File: config.mk
export PLATFORM = sky130hd
export DESIGN_NAME = alu_exec_pipe
export DESIGN_NICKNAME = d
export VERILOG_FILES = /design/src/rtl/alu_exec_pipe.sv
export SDC_FILE = /design/constraint.sdc
export NUM_CORES = 1
export LEC_CHECK = 0
export ABC_AREA = 1
export BUFFER_PORTS_ARGS = -buffer_cell sky130_fd_sc_hd__buf_4
export CORE_ASPECT_RATIO = 0.5
export CORE_MARGIN = 1.5
export CORE_UTILIZATION = 24
export DETAILED_ROUTE_END_ITERATION = 6
export SLEW_MARGIN = 15
export SYNTH_ARGS = -nofsm -noshare
export SYNTH_HDL_FRONTEND = slang
export SYNTH_SLANG_ARGS = --single-unit
File: constraint.sdc
create_clock -name clk -period 1.8 [get_ports clk]
set_input_delay 0.18 -clock clk [delete_from_list [all_inputs] [get_ports clk]]
set_output_delay 0.18 -clock clk [all_outputs]
set_load 0.005 [all_outputs]
File: src/rtl/alu_exec_pipe.sv
// Two-stage execute pipe around an external combinational ALU: E holds the request and
// drives the ALU, W captures the result, the flags and the running accumulator.
package alu_pkg;
  typedef enum logic [2:0] {
    clr_alu  = 3'd0,
    pass_alu = 3'd1,
    add_alu  = 3'd2,
    sub_alu  = 3'd3,
    mul_alu  = 3'd4,
    inc_alu  = 3'd5
  } alu_op_t;
endpackage

module alu_exec_pipe
  import alu_pkg::*;
#(
  parameter int WIDTH = 12
) (
  input  logic                    clk,
  input  logic                    rstN,
  input  logic                    in_valid,
  output logic                    in_ready,
  input  alu_op_t                 in_op,
  input  logic signed [WIDTH-1:0] in_a,
  input  logic signed [WIDTH-1:0] in_b,
  input  logic                    in_use_acc,
  input  logic                    acc_clr,
  output logic signed [WIDTH-1:0] alu_a,
  output logic signed [WIDTH-1:0] alu_b,
  output alu_op_t                 alu_sel,
  input  logic signed [WIDTH-1:0] alu_c,
  output logic                    out_valid,
  input  logic                    out_ready,
  output logic signed [WIDTH-1:0] out_data,
  output logic                    out_zero,
  output logic                    out_neg,
  output logic signed [WIDTH-1:0] acc
);

  logic                    vld_p0;
  alu_op_t                 op_p0;
  logic signed [WIDTH-1:0] a_p0;
  logic signed [WIDTH-1:0] b_p0;
  logic                    use_acc_p0;

  logic w_adv;
  logic e_adv;
  logic accept;

  assign w_adv    = !out_valid || out_ready;
  assign e_adv    = vld_p0 && w_adv;
  assign in_ready = !vld_p0 || w_adv;
  assign accept   = in_valid && in_ready;

  // E stage: request register, drives the ALU
  always_ff @(posedge clk or negedge rstN) begin
    if (!rstN) begin
      vld_p0     <= 1'b0;
      op_p0      <= clr_alu;
      a_p0       <= '0;
      b_p0       <= '0;
      use_acc_p0 <= 1'b0;
    end else begin
      if (accept) begin
        vld_p0     <= 1'b1;
        op_p0      <= in_op;
        a_p0       <= in_a;
        b_p0       <= in_b;
        use_acc_p0 <= in_use_acc;
      end else if (e_adv) begin
        vld_p0 <= 1'b0;
      end
    end
  end

  // Accumulator is read here, so the op behind always sees its predecessor's result.
  assign alu_sel = op_p0;
  assign alu_b   = b_p0;
  assign alu_a   = use_acc_p0 ? acc : a_p0;

  // W stage: result, flags and accumulator
  always_ff @(posedge clk or negedge rstN) begin
    if (!rstN) begin
      out_valid <= 1'b0;
      out_data  <= '0;
      out_zero  <= 1'b1;
      out_neg   <= 1'b0;
    end else begin
      if (e_adv) begin
        out_valid <= 1'b1;
        out_data  <= alu_c;
        out_zero  <= (alu_c == '0);
        out_neg   <= alu_c[WIDTH-1];
      end else if (w_adv) begin
        out_valid <= 1'b0;
      end
    end
  end

  // A clear wins over a retiring op; out_data still takes that op's result.
  always_ff @(posedge clk or negedge rstN) begin
    if (!rstN) begin
      acc <= '0;
    end else if (acc_clr) begin
      acc <= '0;
    end else if (e_adv) begin
      acc <= alu_c;
    end
  end

endmodule

Yosys cells after proc, flatten, opt, wreduce, memory -nomap -nowiden
Cells that the tools add are included.

storage, ports and cells
  register bits after elaboration = 56
  bits in latches = 0
  bits in writable memories = 0
  bits in read-only memories = 0
  input port bits = 45
  output and inout port bits = 55
  memories = 0

operators by class
  add/subtract/negate cells = 0
  multipliers = 0
  div/mod/pow operators = 0
  $lt $le $gt $ge = 0
  equal/unequal tests = 0
  shift operators = 0
  multiplexer cells = 7
  bitwise gates (word level) = 0
  reductions and logical operators = 10

operators with widths
  operator            number
  12-bit 2-to-1 mux   3
  12-bit zero test    1
  2-bit nonzero test  3
  1-bit 2-to-1 mux    4
  1-bit logical AND   2
  1-bit zero test     2
  1-bit logical OR    2

Longest topological paths before layout
  depth in word-level cells = 5
  depth in mapped cells = 7
  depth with buffers taken out = 6

Worst setup path after synthesis
No wires, ideal clock.

  kind = register -> output
  start = register use_acc_p0
  end = output port alu_a[10]
  arrival time = 940 ps
  required time = 1620 ps
  slack = 680 ps
  cell stages (with the launch flop) = 3
  path buffers = 1
  cell sequence = dfrtp_1 buf_2 mux2_2

on the way
  longest elaborated chain between the ends = 1

ends and longest elaborated chain
  item                      line  text
  start: declaration        44    logic use_acc_p0;
  start signal: assignment  69    use_acc_p0 <= in_use_acc;
  12-bit 2-to-1 mux         79    assign alu_a = use_acc_p0 ? acc : a_p0;
  end: declaration          28    output logic signed [WIDTH-1:0] alu_a,

Every way passes these cells.

Worst setup path in the final report
  start = register use_acc_p0
  end = output port alu_a[6]

Same word-level chain as after synthesis.

==> results.py <==
metrics = {
    "sta": {
        "rsz0062_at_grt": "no",
        "setup_viol": 0,
        "drv_slew": 0,
        "whs_ns": 0.103,
        "post-route-period-util_pct": 93.2,
        "period_minus_slack_ns": 1.68,
        "max_freq_ghz": 0.596,
        "slew_headroom_pct": 53.0,
        "fin_tns_setup_ns": 0,
        "fin_skew_ns": 0.00556,
        "setup_ws_ns": 0.122,
        "hold_viol_final": 0,
        "worst_pin_slew_ns": 0.706,
    },
    "clocking": {
        "clkTransAtPathRegs_ns": 0.07,
        "cts_buffers": 5,
        "ctsResizeCount": 0,
        "htreeDepth": 2,
        "cts.sinks": 55,
        "insertion_delay_ns": 0.29,
        "clk_path_buf_depth": 2,
        "cts_tree": "done",
        "cts_root_buf": "clkbuf_16",
    },
    "synthesis": {
        "synth_top_area_cell": "dfrtp_1",
        "ys_ff_latch": 55,
        "ys_top_cells_by_area": "dfrtp_1 57%, nand2_1 18%, nand3_1 11%",
        "post_synth.cell_area_avg_sq_um": 8.94,
        "ys.warnings.count": 0,
        "syn-num-nets": 308,
        "yosysTopAreaCellShare_pct": 57.4,
        "synth.cell_area_sq_um": 2350,
        "synth_cells": 263,
        "ys_seq_area_share_pct": 58.6,
        "synth_cell_types": 14,
    },
    "setup_path": {
        "worst-setup-path-type": "flop to output pin",
        "crit_slowest_cell": "dfrtp_1",
        "cpPeakStageDelay_ns": 0.68,
        "crit_chain": "mux2_2 > buf_4",
        "required_ns": 1.62,
        "worstSetupEndpointType": "output pin",
        "arrival_ns": 1.50,
        "critPathBufInv": 1,
        "critPathMaxFanout": 13,
        "cp-start-kind": "flop",
        "cp_top_family": "flip-flops",
    },
    "global_route": {
        "grt_pass1_vias": 1992,
        "track_usage_pct": 12.5,
        "antenna_found_initial": 0,
        "grt_start_max_net_pins": 56,
        "grt_first_pass_wirelength_um": 10200,
        "grt_remaining_overflow": 0,
    },
    "layout": {
        "fin_nets": 402,
        "area_growth_pct": 43.6,
        "antenna_cells": 0,
        "final_cell_mix": "114 x nand2_1, 103 x buf_4, 54 x dfrtp_1",
        "post_route_cells_drive_above_1_share_pct": 35.2,
        "layout_commonest_cell": "nand2_1",
    },
    "place": {
        "dp_slack_ns": 0.419,
        "gp_congestion": 0.751,
        "portBuffers": 99,
        "hpwlAfterDp_um": 4470,
    },
    "die": {
        "rows": 25,
        "ioPinCount": 100,
        "die_h_um": 73.0,
        "coreArea_sq_um": 9480,
        "die_w_um": 143,
        "dieArea_sq_um": 10400,
        "start_util_pct": 24.8,
    },
    "drt": {
        "first_iter_violations": 130,
        "vias": 2011,
        "drc": 0,
        "totalWireLength_um": 6360,
        "wl_per_cell_um": 12.9,
        "avgViaCountPerCell": 4.08,
        "first_pass_iters": 4,
        "antenna_left": 0,
    },
    "outcome": {
        "status": "complete, no violations",
    },
    "pwr": {
        "total_leakage_power_uw": 0.00183,
        "ir_drop_uv": 399,
        "finalPower_uw": 3520,
        "power_density_nw_per_um2": 1040,
    },
    "hold_path": {
        "hold_path_class": "input pin to flop",
    },
    "job": {
        "cap_violations": 0,
    },
}
-- per-layer routing --
metal	wire [um]	track usage, %	up-vias	part of all wire, %
met1	2880	16.2	929	45
met3	276	2.95	12	4.3
met2	3070	20.6	43	48
met4	136	4.81	0	2.1
met5	0	0	-	0
li1	-	-	1027	-
-- sequential cells by signal (all words and copies together), names as in the netlist, 3 cells and up --
signal,flops
acc,12
alu_b,12
out_data,12
a_p0,12
alu_sel,3
-- logic make-up (layout without fill, tap and decap cells) --
kind of cell,after synthesis,in the layout,share of synthesized area [%]
buf+inv,20,115,4.68
mux,12,12,5.74
simple gates,176,176,31.0
flops,55,55,58.6
-- where the power goes --
group / internal [uW] / switching [uW] / leakage, uW
Sequential: 1430 / 137 / 0.000684
Clock: 664 / 442 / 0.0000844
Combinational: 462 / 381 / 0.00106
Total: 2560 / 961 / 0.00183
-- final timing paths --
kind | cells past startpoint | slack, ns | endpoint | from
max in group asynchronous | 2 | 0.85 | out_data[9] | rstN
max reg2reg | 5 | 0.65 | acc[1] | out_valid
min | 3 | 0.10 | out_data[0] | alu_c[0]
min reg2reg | 2 | 0.47 | alu_b[8] | alu_b[8]
max | 2 | 0.12 | alu_a[6] | use_acc_p0
min in group asynchronous | 2 | 0.47 | alu_b[10] | rstN
-- tightest hold or removal path, delay by kind of cell --
family        cells  cell delay [ns]
buf+inv           1             0.09
simple gates      2             0.09
-- metrics by stage --
stage          cells  utilization (%)  cell area [sq um]
5_1_grt          493             35.6               3380
3_3_place_gp     484             33.7               3200
4_1_cts          493             35.6               3380
3_5_place_dp     484             33.7               3200
2_1_floorplan    263                -               2350
6_report         493             35.6               3380
-- layout make-up --
cell class,count,area (sq um)
multi-input cells,188,865
well taps,135,169
clock buffers,5,125
fillers,980,6100
inverters,3,11.3
clock inverters,3,47.5
repair buffers,104,783
flip-flops and latches,55,1380
-- Yosys cell counts --
cell type  count
buf_1          1
buf_2         10
buf_4          4
buf_6          1
clkbuf_1       1
dfrtp_1       54
dfstp_2        1
inv_1          2
inv_2          1
mux2_2        12
nand2_1      114
nand2_2        1
nand3_1       53
nor2_1         8
-- what timing repair did --
item	in CTS	in global routing
setup endpoints to repair	0	0
hold buffers	1	0
hold endpoints to repair	54	0
setup buffers	0	0
No activity file was read; power rests on OpenSTA's default activity.
